$ cat config.mk
export PLATFORM = sky130hd
export DESIGN_NAME = pipe_ctrl
export DESIGN_NICKNAME = d
export VERILOG_FILES = /design/src/rtl/pipe_ctrl.sv
export SDC_FILE = /design/constraint.sdc
export NUM_CORES = 1
export LEC_CHECK = 0
export BUFFER_PORTS_ARGS = -buffer_cell sky130_fd_sc_hd__buf_2
export CAP_MARGIN = 25
export CORE_UTILIZATION = 29
export CTS_BUF_LIST = sky130_fd_sc_hd__clkbuf_8
export CTS_CLUSTER_DIAMETER = 60
export DETAILED_ROUTE_END_ITERATION = 12
export GPL_TIMING_DRIVEN = 1
export PLACE_DENSITY = 0.77
export SYNTH_ARGS = -nofsm -noshare
export SYNTH_HDL_FRONTEND = slang
export SYNTH_SLANG_ARGS = --single-unit
$ cat constraint.sdc
create_clock -name clk -period 0.8 [get_ports clk]
set_input_delay 0.04 -clock clk [delete_from_list [all_inputs] [get_ports clk]]
set_output_delay 0.04 -clock clk [all_outputs]
set_load 0.02 [all_outputs]
$ cat src/rtl/pipe_ctrl.sv
// rtl/pipe_ctrl.sv - pipeline stall/flush scheduler with stale-fetch discard
// Optional performance counters are built when PIPE_CTRL_PERF_EN is defined.
module pipe_ctrl #(
  parameter int CNT_W = 32
) (
  input  logic             clk,
  input  logic             resetn,
  input  logic             if_wait,
  input  logic             if_inflight,
  input  logic             if_data_ok,
  input  logic             load_use,
  input  logic             ex_busy,
  input  logic             mem_wait,
  input  logic             exc_flush,
  output logic             pc_stall,
  output logic             if_id_stall,
  output logic             id_ex_stall,
  output logic             ex_wb_stall,
  output logic             if_id_refresh,
  output logic             id_ex_refresh,
  output logic             ex_wb_refresh,
  output logic             discard_fetch,
  output logic [CNT_W-1:0] stall_cycles,
  output logic [CNT_W-1:0] flush_count
);

  typedef enum logic {RUN = 1'b0, DISCARD = 1'b1} state_e;

  state_e state_q, state_d;

  always_ff @(posedge clk or negedge resetn) begin
    if (!resetn) state_q <= RUN;
    else         state_q <= state_d;
  end

  always_comb begin
    state_d       = state_q;
    pc_stall      = 1'b0;
    if_id_stall   = 1'b0;
    id_ex_stall   = 1'b0;
    ex_wb_stall   = 1'b0;
    if_id_refresh = 1'b0;
    id_ex_refresh = 1'b0;
    ex_wb_refresh = 1'b0;
    discard_fetch = 1'b0;
    // The stale return is dropped on arrival whatever else the pipe is doing.
    if (state_q == DISCARD && if_data_ok) state_d = RUN;
    if (!resetn) begin
      if_id_refresh = 1'b1;
      id_ex_refresh = 1'b1;
      ex_wb_refresh = 1'b1;
    end else if (mem_wait) begin
      pc_stall      = 1'b1;
      if_id_stall   = 1'b1;
      id_ex_stall   = 1'b1;
      ex_wb_stall   = 1'b1;
      discard_fetch = (state_q == DISCARD) && if_data_ok;
    end else if (exc_flush) begin
      if_id_refresh = 1'b1;
      id_ex_refresh = 1'b1;
      ex_wb_refresh = 1'b1;
      discard_fetch = if_data_ok;
      if (if_inflight && !if_data_ok) state_d = DISCARD;
    end else if (state_q == DISCARD) begin
      pc_stall      = 1'b1;
      if_id_refresh = 1'b1;
      discard_fetch = if_data_ok;
    end else if (ex_busy) begin
      pc_stall      = 1'b1;
      if_id_stall   = 1'b1;
      id_ex_stall   = 1'b1;
      ex_wb_refresh = 1'b1;
    end else if (load_use) begin
      pc_stall      = 1'b1;
      if_id_stall   = 1'b1;
      id_ex_refresh = 1'b1;
    end else if (if_wait) begin
      pc_stall      = 1'b1;
      if_id_refresh = 1'b1;
    end
  end

`ifdef PIPE_CTRL_PERF_EN
  logic             flush_acc;
  logic [CNT_W-1:0] stall_cycles_q, stall_cycles_d;
  logic [CNT_W-1:0] flush_count_q, flush_count_d;

  assign flush_acc      = resetn && !mem_wait && exc_flush;
  assign stall_cycles_d = pc_stall  ? stall_cycles_q + CNT_W'(1) : stall_cycles_q;
  assign flush_count_d  = flush_acc ? flush_count_q + CNT_W'(1)  : flush_count_q;

  always_ff @(posedge clk or negedge resetn) begin
    if (!resetn) begin
      stall_cycles_q <= '0;
      flush_count_q  <= '0;
    end else begin
      stall_cycles_q <= stall_cycles_d;
      flush_count_q  <= flush_count_d;
    end
  end

  assign stall_cycles = stall_cycles_q;
  assign flush_count  = flush_count_q;
`else
  assign stall_cycles = '0;
  assign flush_count  = '0;
`endif

endmodule
==> flow_summary.yaml <==
layout:
  nNetsFinal: 117
  final_cells: 133
  diodes: 0
  final_area_um2: 586
  largest_register: "state_q"
  largestRegisters: "state_q (1)"
  largest_register_ffs: 1
  drive_gt1_share_pct: 28.3
  area_growth_pct: -7.51
setup_path:
  r2r_end: "state_q$_DFF_PN0_"
  cp_max_fo: 5
  r2r_slack_ns: -0.03
  cp.required_ns: 0.76
  crit_path_end_kind: "output pin"
  r2r_cells: 3
  start_kind: "flip-flop"
  crit_arrival_ns: 0.93
  crit_type: "flip-flop to output pin"
  worstReg2RegStart: "state_q$_DFF_PN0_"
routing:
  first_pass_iters: 1
  ant_nets: 0
  vias: 406
  routed_wirelength_um: 785
  avgViaCountPerCell: 3.05
  dr.first_iter.drc_count: 0
  drcViolationCount: 0
  wl_per_cell_um: 5.90
hold_path:
  whs_path_depth: 2
  worstHoldStart: "if_data_ok"
  hold_class: "input pin to flip-flop"
  hold_end: "state_q$_DFF_PN0_"
floorplan:
  core_mm2: 0.00200
  io_pins: 81
  dieWidth_um: 48.7
  die_area_mm2: 0.00237
  die_h_um: 48.7
  start_util_pct: 31.6
  rows: 16
sta:
  period_needed_ns: 0.965
  rsz0062_at_grt: "true"
  slew_violations: 0
  period_share_pct: 121
  layout_setup_ws_ns: -0.165
  fmax_mhz: 1040
  finalHoldViolCount: 0
  fin_skew_ns: 0
  finalSetupViolCount: 8
global_routing:
  gr-total-overflow: 0
  grt_use_met3_pct: 0
  antenna_found_initial: 0
  grt_pass1_vias: 269
  grt_pass1_wl_um: 1020
  grt_most_used_layer: "met2"
  track_usage_pct: 5.05
  grt_util_met1_pct: 4.91
  use_met2_pct: 11.8
  grt_max_degree: 11
synthesis:
  synth-seq-cells: 1
  syn_avg_cell_area_um2: 7.19
  syn-instance-count: 88
  synthDominantCellAreaShare_pct: 75.9
  yosysUniqueCellTypes: 16
  ys.warnings.count: 0
  syn_area_um2: 633
  synth_area_leaders: "buf_4 (76%), dfrtp_1 (4.0%), a21oi_1 (3.2%)"
  seq_area_frac_synth_pct: 3.95
  yosysTopAreaCell: "buf_4"
placement:
  place.gp.congestion: 0.697
  dp_hpwl_um: 687
  placed_area_um2: 534
  dp.cells: 132
  portBuffers: 16
power_and_ir_drop:
  cellPowerDensity_mw_per_mm2: 866
  p_leak_nw: 0.366
  power_mw: 0.507
  ir_drop_mv: 0.507
clocking:
  post_cts_buffers: 0
  path_clk_slew_ns: 0
  insertion_delay_ns: 0
status:
  outcome: "finished, violations left"
  violations: "setup timing"
job:
  cap_violations: 0
routing by layer:
metal / share of wire (%) / vias to the layer above
li1: - / 186
met1: 27 / 170
met2: 58 / 50
met3: 15 / 0
met5: 0 / -
met4: 0 / 0
worst max-delay path: stages, from the launching register on:
cell     delay [ns]
dfrtp_2        0.42
nor3_1         0.22
o21a_2         0.14
buf_2          0.15
final cells by class:
type                            count  area, um2
Sequential cell                     1       26.3
Timing Repair Buffer               19        131
Fill cell                         229       1420
Inverter                            2       7.51
Multi-Input combinational cell     84        387
Tap cell                           27       33.8
metrics by stage:
stage	TNS [ns]	setup WS [ns]	util (%)	hold WS, ns
detailed placement	-0.992	-0.207	26.7	-0.112
global route	-1.13	-0.197	29.3	0.238
floorplan	-0.137	-0.0383	-	-0.256
finish	-0.832	-0.165	29.3	0.221
global placement	-0.947	-0.186	26.7	-0.112
CTS	-0.881	-0.172	29.1	0.228
report_power, final:
group	switching, mW	total, mW	internal (mW)
Clock	0	0	0
Combinational	0.364	0.451	0.0869
Sequential	0.00297	0.0566	0.0536
worst max path at each step:
stage,start,to,slack (ns),depth (start not counted)
3_3_place_gp,state_q$_DFF_PN0_,if_id_refresh,-0.19,4
5_1_grt,state_q$_DFF_PN0_,pc_stall,-0.20,4
6_report,state_q$_DFF_PN0_,if_id_stall,-0.17,3
2_1_floorplan,state_q$_DFF_PN0_,id_ex_stall,-0.04,3
3_5_place_dp,state_q$_DFF_PN0_,if_id_refresh,-0.21,4
4_1_cts,state_q$_DFF_PN0_,if_id_refresh,-0.17,4
cells by family (layout without fill, tap and decap cells):
logic type | Yosys count | count (layout) | share of synthesized area [%]
other | 1 | 64 | 0.592
AND/OR/NAND/NOR | 8 | 8 | 6.72
buffers and inverters | 66 | 21 | 77.1
flip-flops | 1 | 1 | 3.95
AO/OA/AOI/OAI | 12 | 12 | 11.7
placed cells by master (no fill, tap or decap), drive strengths merged:
cell type     n
a21oi         4
nor2          3
o21a          2
buf          18
nor2b         2
dfrtp         1
and2          1
nor3          1
a21boi        1
a31oi         1
o211a         1
conb         64
o21ai         3
nand3         1
dlygate4sd3   1
inv           2
Yosys cell counts, drive strengths merged:
library cell / number
buf: 64
a21oi: 4
nor2: 3
o21ai: 3
inv: 2
nor2b: 2
o21a: 2
a21boi: 1
a31oi: 1
and2: 1
conb: 1
dfrtp: 1
nand3: 1
nor3: 1
o211a: 1
repair_timing:
| action | CTS | global route |
|---|---|---|
| endpoints found under the setup margin | 8 | 8 |
| endpoints found under the hold margin | 1 | 0 |
| cloned | 0 | 0 |
| resized for setup | 12 | 2 |
| pin swaps | 4 | 3 |
| hold buffers | 1 | 0 |
Power figures use the tool's default switching activity.
